<file path="config.mk">
export PLATFORM = sky130hd
export DESIGN_NAME = counter_cmd_sequencer
export DESIGN_NICKNAME = d
export VERILOG_FILES = /design/src/rtl/counter_seq_pkg.sv /design/src/rtl/cnt_cmd_fifo.sv /design/src/rtl/counter_cmd_sequencer.sv
export SDC_FILE = /design/constraint.sdc
export NUM_CORES = 1
export LEC_CHECK = 0
export BUFFER_PORTS_ARGS = -buffer_cell sky130_fd_sc_hd__buf_2
export CELL_PAD_IN_SITES_DETAIL_PLACEMENT = 0
export CELL_PAD_IN_SITES_GLOBAL_PLACEMENT = 1
export CORE_MARGIN = 3
export CORE_UTILIZATION = 46
export DETAILED_ROUTE_END_ITERATION = 12
export PLACE_DENSITY_LB_ADDON = 0.15
export RECOVER_POWER = 100
export SLEW_MARGIN = 20
export SYNTH_ARGS = -nofsm -noshare
export SYNTH_HDL_FRONTEND = slang
export SYNTH_HIERARCHICAL = 1
export SYNTH_SLANG_ARGS = --single-unit
</file>
<file path="constraint.sdc">
create_clock -name CLK -period 4.1 [get_ports CLK]
set_clock_uncertainty 0.2 [all_clocks]
set_input_delay 0.615 -clock CLK [delete_from_list [all_inputs] [get_ports CLK]]
set_output_delay 0.615 -clock CLK [all_outputs]
set_load 0.01 [all_outputs]
</file>
<file path="src/rtl/counter_seq_pkg.sv">
// counter_seq_pkg: opcode/state enums and command record for counter_cmd_sequencer
package counter_seq_pkg;
  typedef enum logic [1:0] {OP_LOAD = 2'b00, OP_UP = 2'b01, OP_DOWN = 2'b10, OP_HOLD = 2'b11} op_e;
  typedef enum logic {ST_IDLE = 1'b0, ST_EXEC = 1'b1} state_e;
  localparam int CMD_DATA_W = 4;
  localparam int CMD_LEN_W = 8;
  typedef struct packed {
    op_e                  op;
    logic [CMD_DATA_W-1:0] data;
    logic [CMD_LEN_W-1:0]  len;
  } cmd_t;
endpackage

</file>
<file path="src/rtl/cnt_cmd_fifo.sv">
// cnt_cmd_fifo: power-of-two command queue with flush; push while full is allowed when a pop happens on the same edge
module cnt_cmd_fifo #(
  parameter int W     = 14,
  parameter int DEPTH = 4
) (
  input  logic         i_clk,
  input  logic         i_rst_n,
  input  logic         i_flush,
  input  logic         i_push,
  input  logic         i_pop,
  input  logic [W-1:0] i_din,
  output logic [W-1:0] o_dout,
  output logic         o_full,
  output logic         o_empty
);
  localparam int AW = $clog2(DEPTH);
  logic [W-1:0]  r_mem [DEPTH];
  logic [AW-1:0] r_wp, r_rp;
  logic [AW:0]   r_cnt;
  logic          w_push, w_pop;
  assign w_pop   = i_pop && !o_empty;
  assign w_push  = i_push && (!o_full || w_pop);
  assign o_full  = r_cnt == (AW+1)'(DEPTH);
  assign o_empty = r_cnt == '0;
  assign o_dout  = r_mem[r_rp];
  // pointers and occupancy; flush empties the queue in one edge
  always_ff @(posedge i_clk or negedge i_rst_n)
    if (!i_rst_n) begin
      r_wp  <= '0;
      r_rp  <= '0;
      r_cnt <= '0;
    end else if (i_flush) begin
      r_wp  <= '0;
      r_rp  <= '0;
      r_cnt <= '0;
    end else begin
      r_wp  <= r_wp + AW'(w_push);
      r_rp  <= r_rp + AW'(w_pop);
      r_cnt <= r_cnt + (AW+1)'(w_push) - (AW+1)'(w_pop);
    end
  // storage array written at the tail
  always_ff @(posedge i_clk)
    if (w_push && !i_flush) r_mem[r_wp] <= i_din;
endmodule

</file>
<file path="src/rtl/counter_cmd_sequencer.sv">
// counter_cmd_sequencer: queued LOAD/UP/DOWN/HOLD command executor driving a counter; CNT_SEQ_FIFO_EN selects a FIFO_DEPTH queue, else a single holding register
module counter_cmd_sequencer
  import counter_seq_pkg::*;
#(
  parameter int HOW_MANY_BITS = 4,
  parameter int LEN_BITS      = 8,
  parameter int FIFO_DEPTH    = 4
) (
  input  logic                     CLK,
  input  logic                     RST_N,
  input  logic                     CMD_VALID,
  output logic                     CMD_READY,
  input  logic [1:0]               CMD_OP,
  input  logic [HOW_MANY_BITS-1:0] CMD_DATA,
  input  logic [LEN_BITS-1:0]      CMD_LEN,
  input  logic                     ABORT,
  output logic [HOW_MANY_BITS-1:0] IN,
  output logic                     LOAD,
  output logic                     UP_or_DOWN,
  output logic                     START_or_STOP,
  output logic                     BUSY,
  output logic                     DONE
);
  typedef struct packed {
    op_e                      op;
    logic [HOW_MANY_BITS-1:0] data;
    logic [LEN_BITS-1:0]      len;
  } cmd_w_t;

  if (FIFO_DEPTH < 2 || (FIFO_DEPTH & (FIFO_DEPTH - 1)) != 0) begin : g_bad_depth
    $error("FIFO_DEPTH must be a power of two of at least 2");
  end

  cmd_w_t                   w_in_cmd, w_head;
  logic                     w_push, w_pop, w_full, w_empty, w_last;
  state_e                   r_state, w_state_nxt;
  op_e                      r_op, w_op_nxt;
  logic [LEN_BITS-1:0]      r_rem, w_rem_nxt;
  logic [HOW_MANY_BITS-1:0] r_in, w_in_nxt;
  logic                     r_dir, w_dir_nxt;

  assign w_in_cmd  = '{op: op_e'(CMD_OP), data: CMD_DATA, len: CMD_LEN};
  assign CMD_READY = RST_N && !w_full && !ABORT;
  assign w_push    = CMD_VALID && CMD_READY;
  assign w_last    = (r_state == ST_EXEC) && (r_op == OP_LOAD || r_rem <= LEN_BITS'(1));
  assign w_pop     = !w_empty && !ABORT && (r_state == ST_IDLE || w_last);

`ifdef CNT_SEQ_FIFO_EN
  cnt_cmd_fifo #(.W($bits(cmd_w_t)), .DEPTH(FIFO_DEPTH)) u_fifo (
    .i_clk  (CLK),
    .i_rst_n(RST_N),
    .i_flush(ABORT),
    .i_push (w_push),
    .i_pop  (w_pop),
    .i_din  (w_in_cmd),
    .o_dout (w_head),
    .o_full (w_full),
    .o_empty(w_empty)
  );
`else
  logic   r_hold_v;
  cmd_w_t r_hold;
  assign w_head  = r_hold;
  assign w_full  = r_hold_v;
  assign w_empty = !r_hold_v;
  // single-entry holding register; only refilled once the FSM has taken its contents
  always_ff @(posedge CLK or negedge RST_N)
    if (!RST_N) begin
      r_hold_v <= 1'b0;
      r_hold   <= '0;
    end else begin
      r_hold_v <= !ABORT && (w_push || (r_hold_v && !w_pop));
      if (w_push) r_hold <= w_in_cmd;
    end
`endif

  // FSM and execution registers
  always_ff @(posedge CLK or negedge RST_N)
    if (!RST_N) begin
      r_state <= ST_IDLE;
      r_op    <= OP_HOLD;
      r_rem   <= '0;
      r_in    <= '0;
      r_dir   <= 1'b0;
    end else begin
      r_state <= w_state_nxt;
      r_op    <= w_op_nxt;
      r_rem   <= w_rem_nxt;
      r_in    <= w_in_nxt;
      r_dir   <= w_dir_nxt;
    end

  // next state: abort wins, then pop (from IDLE or the final EXEC cycle), then completion, else count down
  always_comb begin
    w_state_nxt = r_state;
    w_op_nxt    = r_op;
    w_rem_nxt   = r_rem;
    w_in_nxt    = r_in;
    w_dir_nxt   = r_dir;
    if (ABORT) w_state_nxt = ST_IDLE;
    else if (w_pop) begin
      w_state_nxt = ST_EXEC;
      w_op_nxt    = w_head.op;
      w_rem_nxt   = w_head.len;
      w_in_nxt    = w_head.op == OP_LOAD ? w_head.data : r_in;
      w_dir_nxt   = (w_head.op == OP_UP || w_head.op == OP_DOWN) ? w_head.op == OP_DOWN : r_dir;
    end else if (w_last) w_state_nxt = ST_IDLE;
    else if (r_state == ST_EXEC) w_rem_nxt = r_rem - LEN_BITS'(1);
  end

  assign IN            = r_in;
  assign UP_or_DOWN    = r_dir;
  assign LOAD          = (r_state == ST_EXEC) && (r_op == OP_LOAD);
  assign START_or_STOP = (r_state == ST_EXEC) && (r_op == OP_LOAD || (r_op != OP_HOLD && r_rem != '0));
  assign BUSY          = (r_state == ST_EXEC) || !w_empty;
  assign DONE          = w_last && !ABORT;
endmodule

</file>
==> results of run 1 <==
cell type report:
type,instances,area (µm²)
timing repair buffer,28,126
fill,322,1390
clock buffer,8,68.8
tap,44,55.1
sequential,31,778
multi-input combinational,92,658
inverter,7,26.3
flip-flops by register name, indices dropped and copies added, names as in the netlist:
| register | cells |
|---|---|
| r_rem | 8 |
| r_hold | 14 |
| IN | 4 |
| r_state | 1 |
| UP_or_DOWN | 1 |
| r_hold_v | 1 |
| r_op | 2 |
routing by layer:
layer	vias up	track usage (%)
met4	0	8.36
li1	543	-
met3	4	6.24
met2	36	24.5
met5	-	0
met1	535	21.6
critical path: cells and delay by family (launching register included):
family	cells	cell delay (ns)
and+or+nand+nor	2	0.67
adders and majority gates	1	0.20
buffers and inverters	2	0.23
DFF	1	0.42
AOI/OAI and AO/OA	2	0.22
placed cells by master (no fill, tap or decap), types with 2 or more instances in the layout:
cell type and instances:
nor2b_1 2, o21ai_0 9, or3_1 2, clkbuf_4 5, o21a_1 2, inv_1 7, dfrtp_1 29, o32ai_1 2
a21oi_1 9, clkbuf_1 12, ha_1 4, a311oi_1 2, mux2_2 12, nand2b_1 2, nand2_1 10, buf_2 17
nor2_1 7, mux2_1 4, clkbuf_8 2, o22ai_1 2, nor3_1 7
cell families after synthesis:
family / share of synthesized area, %
AND/OR/NAND/NOR: 13.1
adder cells (fa/ha/maj): 3.28
buffers and inverters: 4.01
AO/OA/AOI/OAI: 14.9
flip-flops: 50.9
multiplexers: 13.8
worst paths after layout:
path	endpoint	slack, ns	cells past startpoint
worst max-delay path	START_or_STOP	1.23	7
worst min-delay path	IN[2]	0.29	1
worst max register to register	IN[1]	1.46	5
worst min register to register	IN[2]	0.29	1
max in group asynchronous	r_hold[9]	2.07	2
min in group asynchronous	r_rem[2]	0.67	2
cells in the mapped netlist, drive strengths merged:
library cell	instances
o32a	1
nand4	1
nor3	7
ha	4
nor2b	2
o21ai	9
a221o	1
o22ai	2
a21oi	9
o32ai	2
o21bai	1
inv	7
nor2	7
o22a	1
and2	2
a21o	1
o21a	2
nand2	11
mux2	17
a311oi	2
dfrtp	29
dfstp	2
buf	4
or3b	1
or3	3
clkbuf	1
nand2b	2
nor3b	1
or2	1
o311ai	1
a211oi	1
power groups by stage:
stage	registers, mW	logic [mW]	clock network [mW]
floorplan	0.460	0.168	0
global placement	0.465	0.226	0
detailed placement	0.470	0.232	0
CTS	0.464	0.233	0.211
global route	0.477	0.235	0.228
finish	0.463	0.206	0.202
per-stage QoR:
step | instances | worst slack [ns] | cell area, µm² | total power, mW | hold WS, ns
global route | 210 | 1.08 | 1710 | 0.940 | 0.282
detailed placement | 202 | 1.59 | 1690 | 0.701 | 0.290
floorplan | 135 | 1.76 | 1530 | 0.628 | 0.119
CTS | 210 | 1.21 | 1760 | 0.908 | 0.140
finish | 210 | 1.23 | 1710 | 0.872 | 0.294
global placement | 202 | 1.62 | 1690 | 0.691 | 0.284
==> qor.yml, run 1 <==
final_layout:
  antenna_cells: 0
  drive_gt1_share_pct: 25.3
  syn2layout_area_growth_pct: 12.1
  final_nets: 187
  final_core_util_pct: 55.2
drt:
  wl_mm: 2.97
  drc: 0
  met3_length_um: 174
  drtIter0Drc: 46
  viasPerCell: 5.32
  wl_met1_mm: 1.34
  wl_met2_mm: 1.43
  vias: 1118
  top_layer_used: "met4"
  ant_nets: 0
  drtPass1Iterations: 4
  wl_per_cell_um: 14.1
run:
  cap_viol_max_count: 1
run_status:
  status: "finished with violations"
  violations: "capacitance limit, slew limit"
sta:
  setup_violations: 0
  worst_pin_slew_ns: 1.63
  hold_violations: 0
  fmaxAchievable_ghz: 0.348
  drv_slew: 32
  min_period_ns: 2.87
  slew_headroom_pct: -8.88
  period_share_pct: 70.1
  rsz0062_at_grt: "false"
  tns_ns: 0
floorplan:
  die_x_um: 63.6
  start_util_pct: 49.2
  num_io_pins: 28
  core_um2: 3100
  num_rows: 20
  die_h_um: 63.6
  die_area_um2: 4050
power_and_ir_drop:
  switchingPower_mw: 0.278
  p_sw_share_pct: 31.8
  clkPwrFrac_pct: 23.2
  leakage_nw: 0.752
  p_seq_share_pct: 53.1
  p_int_mw: 0.594
  combPwrFrac_pct: 23.7
  p_per_area_nw_per_um2: 509
  vdd_drop_max_mv: 0.240
synth:
  syn-num-nets: 157
  synth_top_area_share_pct: 47.5
  synthTopCellsByArea: "dfrtp_1 48%, mux2_2 8.8%, mux2_4 4.9%"
  syn_area_um2: 1530
  avgSynthCellArea_um2: 11.3
  syn_inst: 135
  ys_ff_latch: 31
  yosysWarnings: 6
  synth_cell_types: 38
  yosys.area.top_type: "dfrtp_1"
  seq_area_frac_synth_pct: 50.9
worst_setup_path:
  worstSetupPathType: "flop to output port"
  worst_setup_path_start_kind: "flop"
  cp-startpoint: "r_rem[0]"
  crit_fanout: 5
  worstPathRequired_ns: 3.28
  cp-end-kind: "output port"
  cp.arrival_ns: 2.06
  crit_path_top_delay_cell: "or3b_2"
  slowest_delay_ns: 0.51
  crit_chain: "inv_1 -> ha_1 -> or3b_2 -> nor3_1 -> a21oi_1 -> o21a_1 -> clkbuf_1"
  rr_startpoint: "r_rem[6]"
clock_network:
  ctsResizeCount: 0
  cts_setup_buffers: 0
  cts_tree: "yes"
  clk_latency_ns: 0.32
  cts.path.max_buffers: 2
  cts_hold_buf: 0
  clock_sinks: 31
  cts_inserted_buffers: 5
  cts-root-buf: "clkbuf_4"
  clk_pin_slew_ns: 0.10
  htreeDepth: 2
global_routing:
  track_usage_pct: 16.7
  antenna_found_initial: 0
  grt_pass1_vias: 1135
  grt_max_degree: 32
  gr-total-overflow: 0
  grt_pass1_wl_mm: 5.20
min_path:
  hold_path.class: "flop to flop"
  hold_start: "r_hold[10]"
placed_design:
  hpwl_mm: 2.17
  portBuffers: 27
  place_congestion: 0.870
No activity file was read; power rests on OpenSTA's default activity.
==> run 2: changes to the inputs <==
--- a/config.mk
+++ b/config.mk
@@ -9,7 +9,7 @@
 export CELL_PAD_IN_SITES_DETAIL_PLACEMENT = 0
 export CELL_PAD_IN_SITES_GLOBAL_PLACEMENT = 1
 export CORE_MARGIN = 3
-export CORE_UTILIZATION = 46
+export CORE_UTILIZATION = 43
 export DETAILED_ROUTE_END_ITERATION = 12
 export PLACE_DENSITY_LB_ADDON = 0.15
 export RECOVER_POWER = 100
==> constraint.sdc (replaced) <==
create_clock -name CLK -period 2.9 [get_ports CLK]
set_clock_uncertainty 0.2 [all_clocks]
set_input_delay 0.435 -clock CLK [delete_from_list [all_inputs] [get_ports CLK]]
set_output_delay 0.435 -clock CLK [all_outputs]
set_load 0.01 [all_outputs]
==> qor.yml, run 2 (synthesis results as in run 1) <==
power_and_ir_drop:
  clkPwrFrac_pct: 26.1  # was 23.2%
  p_seq_share_pct: 51.0  # was 53.1%
  p_per_area_nw_per_um2: 740  # was 509 nW/µm²
  leakage_nw: 0.769  # was 0.752 nW
  switchingPower_mw: 0.410  # was 0.278 mW
  combPwrFrac_pct: 22.9  # was 23.7%
  p_sw_share_pct: 31.8  # about the same
  p_int_mw: 0.881  # was 0.594 mW
  vdd_drop_max_mv: 0.372  # was 0.240 mV
  total_power_mw: 1.29  # was 0.872 mW
final_layout:
  n_fill_cell: 315  # was 322
  final_nets: 189  # was 187
  syn2layout_area_growth_pct: 14.1  # was 12.1%
  instances_no_fill: 214  # was 210
  layout_common_cells: "29 x dfrtp_1, 18 x buf_2, 12 x mux2_2"  # was 29 x dfrtp_1, 17 x buf_2, 12 x mux2_2, 12 x clkbuf_1, 10 x nand2_1
  drive_gt1_share_pct: 26.2  # was 25.3%
  largest-register: "r_hold"  # unchanged
  final_common_cell: "dfrtp_1"  # unchanged
  antenna_cells: 0  # unchanged
  largest_reg_flops: 14  # unchanged
min_path:
  whs_path_depth: 3  # was 1
  hold_path.class: "primary input to flop"  # was flop to flop
run_status:
  status: "finished with violations"  # unchanged
  violations: "capacitance limit, slew limit"  # unchanged
floorplan:
  start_util_pct: 45.1  # was 49.2%
  core_um2: 3390  # was 3100 µm²
  die_h_um: 65.6  # was 63.6 µm
  num_io_pins: 28  # unchanged
  die_area_um2: 4300  # was 4050 µm²
  num_rows: 21  # was 20
  die_x_um: 65.6  # was 63.6 µm
clock_network:
  cts_inserted_buffers: 5  # unchanged
  ctsResizeCount: 0  # unchanged
  clk_latency_ns: 0.33  # was 0.32 ns
  cts_setup_buffers: 0  # unchanged
  clock_sinks: 31  # unchanged
  cts-root-buf: "clkbuf_4"  # unchanged
  clk_pin_slew_ns: 0.11  # was 0.10 ns
  cts.path.max_buffers: 2  # unchanged
  htreeDepth: 2  # unchanged
  cts_tree: "yes"  # unchanged
sta:
  rsz0062_at_grt: "false"  # unchanged
  setup_violations: 0  # unchanged
  fmaxAchievable_ghz: 0.365
  drv_slew: 32  # unchanged
  worst_pin_slew_ns: 1.65  # was 1.63 ns
  hold_violations: 0  # unchanged
  tns_ns: 0  # unchanged
  period_share_pct: 94.5
  min_period_ns: 2.74
  slew_headroom_pct: -10.2  # was -8.88%
global_routing:
  grt_pass1_wl_mm: 5.29  # was 5.20 mm
  grt_pass1_vias: 1170  # was 1,135
  grt_max_degree: 32  # unchanged
  track_usage_pct: 16.2  # was 16.7%
  antenna_found_initial: 0  # unchanged
  gr-total-overflow: 0  # unchanged
worst_setup_path:
  crit_path_top_delay_cell: "or3b_2"  # unchanged
  cp_top_family: "simple AND/OR/NAND/NOR gates"  # unchanged
  crit_chain: "inv_1 -> ha_1 -> or3b_2 -> nor3_1 -> a21oi_1 -> o21a_1 -> buf_2"  # was inv_1 -> ha_1 -> or3b_2 -> nor3_1 -> a21oi_1 -> o21a_1 -> clkbuf_1
  worst_setup_path_start_kind: "flop"  # unchanged
  cp.depth: 7  # unchanged
  r2r_cells: 5  # unchanged
  cp-end-kind: "output port"  # unchanged
  cp.arrival_ns: 2.11  # was 2.06 ns
  r2r_slack_ns: 0.31  # was 1.46 ns
  slowest_delay_ns: 0.52  # was 0.51 ns
  worstSetupPathType: "flop to output port"  # unchanged
  path_buf_inv: 2  # unchanged
  worstPathRequired_ns: 2.27  # was 3.28 ns
  crit_fanout: 5  # unchanged
drt:
  drtIter0Drc: 85  # was 46
  wl_mm: 3.05  # was 2.97 mm
  wl_per_cell_um: 14.2  # was 14.1 µm
  drc: 0  # unchanged
  vias: 1152  # was 1,118
  ant_nets: 0  # unchanged
  viasPerCell: 5.38  # was 5.32
  drtPass1Iterations: 4  # unchanged
placed_design:
  numPlacedInstances: 205  # was 202
  place_congestion: 0.879  # was 0.870
  portBuffers: 27  # unchanged
  hpwl_mm: 2.20  # was 2.17 mm
run:
  cap_viol_max_count: 1  # unchanged
-- run 2: cell types whose count changed in the layout (fill, tap and decap cells not counted) --
cell / delta
buf_2: +1
bufinv_16: +1
clkbuf_1: -1
clkbuf_8: -2
clkinv_2: +1
clkinv_4: +1
dlygate4sd3_1: +1
-- run 2: repair_timing --
item	4_1_cts	5_1_grt
setup endpoints to repair	0	0
hold endpoints to repair	29	0
hold buffers	1	0
-- run 2: area by class of cell --
type                       instances  area, µm²  area share (%)
tap                               46       57.6            3.30
clock buffer                       5       37.5            2.15
inverter                           7       26.3            1.51
clock inverter                     3       43.8            2.51
multi-input combinational         92        658            37.8
sequential                        31        778            44.7
timing repair buffer              30        141            8.11
-- run 2: metrics by stage --
step                cell area, µm²  hold WS, ns  setup slack, ns  util [%]
floorplan                     1530      -0.0606            0.739         -
global placement              1700        0.281            0.461      50.2
detailed placement            1700        0.282            0.534      50.2
CTS                           1790       0.0882            0.154      52.9
global route                  1740       0.0918          0.00698      51.4
finish                        1740       0.0996            0.159      51.4
-- run 2: worst register-to-register path: stages, from the launching register on --
cell     delay (ns)
dfrtp_1        0.44
or3_1          0.43
o32a_1         0.43
a21oi_1        0.52
nand2_4        0.13
mux2_1         0.33
-- run 2: power by group through the flow --
stage               Clock (mW)  Sequential [mW]  Combinational (mW)
CTS                      0.345            0.659               0.335
floorplan                    0            0.650               0.238
global placement             0            0.666               0.319
finish                   0.336            0.658               0.296
global route             0.369            0.679               0.332
detailed placement           0            0.666               0.331
-- run 2: path summary, 6_finish.rpt --
| path | endpoint | startpoint |
|---|---|---|
| max | START_or_STOP | r_rem[0] |
| min | r_hold[13] | CMD_OP[1] |
| max reg2reg | IN[2] | r_rem[6] |
| min reg2reg | IN[1] | r_hold[9] |
| max in group asynchronous | r_hold[11] | RST_N |
| min in group asynchronous | r_hold[12] | RST_N |
-- run 2: layer usage --
| layer | wire length [µm] | global-route usage [%] | vias to the layer above | part of all wire, % |
|---|---|---|---|---|
| met5 | 0 | 0 | - | 0 |
| met4 | 46 | 7.25 | 0 | 1.5 |
| met3 | 177 | 3.93 | 7 | 5.8 |
| met2 | 1440 | 26.3 | 30 | 47 |
| met1 | 1380 | 20.5 | 564 | 45 |
| li1 | - | - | 551 | - |
==> run 3: changes to the inputs <==
==> constraint.sdc (replaced) <==
create_clock -name CLK -period 3 [get_ports CLK]
set_clock_uncertainty 0.2 [all_clocks]
set_input_delay 0.45 -clock CLK [delete_from_list [all_inputs] [get_ports CLK]]
set_output_delay 0.45 -clock CLK [all_outputs]
set_load 0.01 [all_outputs]
==> qor.yml, run 3 (synthesis results as in run 1) <==
clock_network:
  htreeDepth: 2  # unchanged
  cts_tree: "yes"  # unchanged
  cts-root-buf: "clkbuf_4"  # unchanged
  clk_pin_slew_ns: 0.10  # was 0.11 ns
  cts.path.max_buffers: 2  # unchanged
  ctsResizeCount: 0  # unchanged
  cts_inserted_buffers: 5  # unchanged
  clock_sinks: 31  # unchanged
  clk_latency_ns: 0.33  # about the same
power_and_ir_drop:
  vdd_drop_max_mv: 0.365  # was 0.372 mV
  leakage_nw: 0.748  # was 0.769 nW
  p_int_mw: 0.765  # was 0.881 mW
  combPwrFrac_pct: 24.5  # was 22.9%
  p_per_area_nw_per_um2: 673  # was 740 nW/µm²
  total_power_mw: 1.15  # was 1.29 mW
  switchingPower_mw: 0.390  # was 0.410 mW
  p_seq_share_pct: 55.2  # was 51.0%
  p_sw_share_pct: 33.8  # was 31.8%
  clkPwrFrac_pct: 20.3  # was 26.1%
min_path:
  hold_start: "CMD_OP[1]"  # unchanged
  hold_path.class: "primary input to flop"  # unchanged
final_layout:
  layout_common_cells: "29 x dfrtp_1, 17 x buf_2, 13 x clkbuf_1"  # was 29 x dfrtp_1, 18 x buf_2, 12 x mux2_2
  syn2layout_area_growth_pct: 12.2  # was 14.1%
  final_common_cell: "dfrtp_1"  # unchanged
  largest_reg_flops: 14  # unchanged
  drive_gt1_share_pct: 25.0  # was 26.2%
  largest-register: "r_hold"  # unchanged
  n_fill_cell: 331  # was 315
  antenna_cells: 0  # unchanged
  final_core_util_pct: 50.6  # was 51.4%
  instances_no_fill: 214  # unchanged
  final_nets: 189  # unchanged
floorplan:
  num_rows: 21  # unchanged
  core_um2: 3390  # unchanged
  die_x_um: 65.6  # unchanged
  num_io_pins: 28  # unchanged
  die_area_um2: 4300  # unchanged
  start_util_pct: 45.1  # unchanged
  die_h_um: 65.6  # unchanged
sta:
  slew_headroom_pct: -9.82  # was -10.2%
  drv_slew: 32  # unchanged
  rsz0062_at_grt: "false"  # unchanged
  setup_violations: 0  # unchanged
  hold_violations: 0  # unchanged
  fmaxAchievable_ghz: 0.366
  worst_pin_slew_ns: 1.65  # about the same
  tns_ns: 0  # unchanged
  period_share_pct: 91.2
  holdWs_ns: 0.134  # was 0.0996 ns
  min_period_ns: 2.74
global_routing:
  track_usage_pct: 16.8  # was 16.2%
  grt_pass1_vias: 1141  # was 1,170
  antenna_found_initial: 0  # unchanged
  gr-total-overflow: 0  # unchanged
  grt_pass1_wl_mm: 5.31  # was 5.29 mm
  grt_max_degree: 32  # unchanged
drt:
  wl_mm: 3.03  # was 3.05 mm
  ant_nets: 0  # unchanged
  wl_per_cell_um: 14.2  # about the same
  vias: 1108  # was 1,152
  drc: 0  # unchanged
  drtIter0Drc: 55  # was 85
  viasPerCell: 5.18  # was 5.38
  drtPass1Iterations: 4  # unchanged
worst_setup_path:
  crit_chain: "inv_1 -> ha_1 -> or3b_2 -> nor3_1 -> a21oi_1 -> o21a_1 -> clkbuf_1"  # was inv_1 -> ha_1 -> or3b_2 -> nor3_1 -> a21oi_1 -> o21a_1 -> buf_2
  crit_path_top_delay_cell: "or3b_2"  # unchanged
  worstPathRequired_ns: 2.35  # was 2.27 ns
  cp.arrival_ns: 2.09  # was 2.11 ns
  cp-end-kind: "output port"  # unchanged
  slowest_delay_ns: 0.52  # about the same
  worstSetupPathType: "flop to output port"  # unchanged
  cp-startpoint: "r_rem[0]"  # unchanged
  worst_setup_path_start_kind: "flop"  # unchanged
  rr_startpoint: "r_rem[6]"  # unchanged
  crit_fanout: 5  # unchanged
run_status:
  status: "finished with violations"  # unchanged
  violations: "capacitance limit, slew limit"  # unchanged
placed_design:
  portBuffers: 27  # unchanged
  hpwl_mm: 2.27  # was 2.20 mm
  place_congestion: 0.891  # was 0.879
  numPlacedInstances: 205  # unchanged
run:
  cap_viol_max_count: 1  # unchanged
-- run 3: cell types whose count changed in the layout (fill, tap and decap cells not counted) --
cell	delta
buf_2	-1
bufinv_16	-1
clkbuf_1	+2
clkinv_4	-1
clkinvlp_4	+1
-- run 3: per-layer routing --
metal,track usage [%],share of wire (%),up-vias
met3,6.84,5.2,5
met1,20.8,47,531
met4,6.22,1.4,0
met5,0,0,-
met2,26.2,46,25
li1,-,-,547
-- run 3: critical path, delay by kind of cell, from the launching register on --
| kind | cells | cell delay [ns] |
|---|---|---|
| compound gates | 2 | 0.23 |
| simple gates | 2 | 0.67 |
| buf+inv | 2 | 0.23 |
| fa+ha+maj | 1 | 0.20 |
| flops | 1 | 0.42 |
-- run 3: layout make-up --
class	instances	area (µm²)	share of cell area, %
tap	46	57.6	3.36
clock buffer	6	41.3	2.41
clock inverter	2	12.5	0.730
timing repair buffer	30	140	8.18
multi-input combinational	92	658	38.4
sequential	31	778	45.4
inverter	7	26.3	1.53
-- run 3: worst paths after layout --
| kind | endpoint | slack [ns] | cells past startpoint |
|---|---|---|---|
| max | START_or_STOP | 0.26 | 7 |
| min | r_hold[13] | 0.13 | 3 |
| max reg2reg | UP_or_DOWN | 0.36 | 5 |
| min reg2reg | IN[1] | 0.29 | 1 |
| max in group asynchronous | r_hold[11] | 0.65 | 3 |
| min in group asynchronous | r_hold[7] | 0.99 | 3 |
-- run 3: timing repair --
| item | 4_1_cts | 5_1_grt |
|---|---|---|
| buffers inserted | 0 | 0 |
| hold buffers | 1 | 0 |
| hold endpoints to repair | 29 | 0 |
-- run 3: through the flow --
stage	cell area, µm²	setup slack, ns
after global routing	1710	0.129
after CTS	1760	0.247
after global placement	1700	0.636
after detailed placement	1700	0.623
after floorplan	1530	0.826
final	1710	0.264
-- run 3: power groups by stage --
stage	Combinational, mW	Clock [mW]	Sequential (mW)
CTS	0.319	0.242	0.638
finish	0.283	0.235	0.637
global placement	0.309	0	0.639
detailed placement	0.318	0	0.644
floorplan	0.230	0	0.629
global route	0.324	0.267	0.654
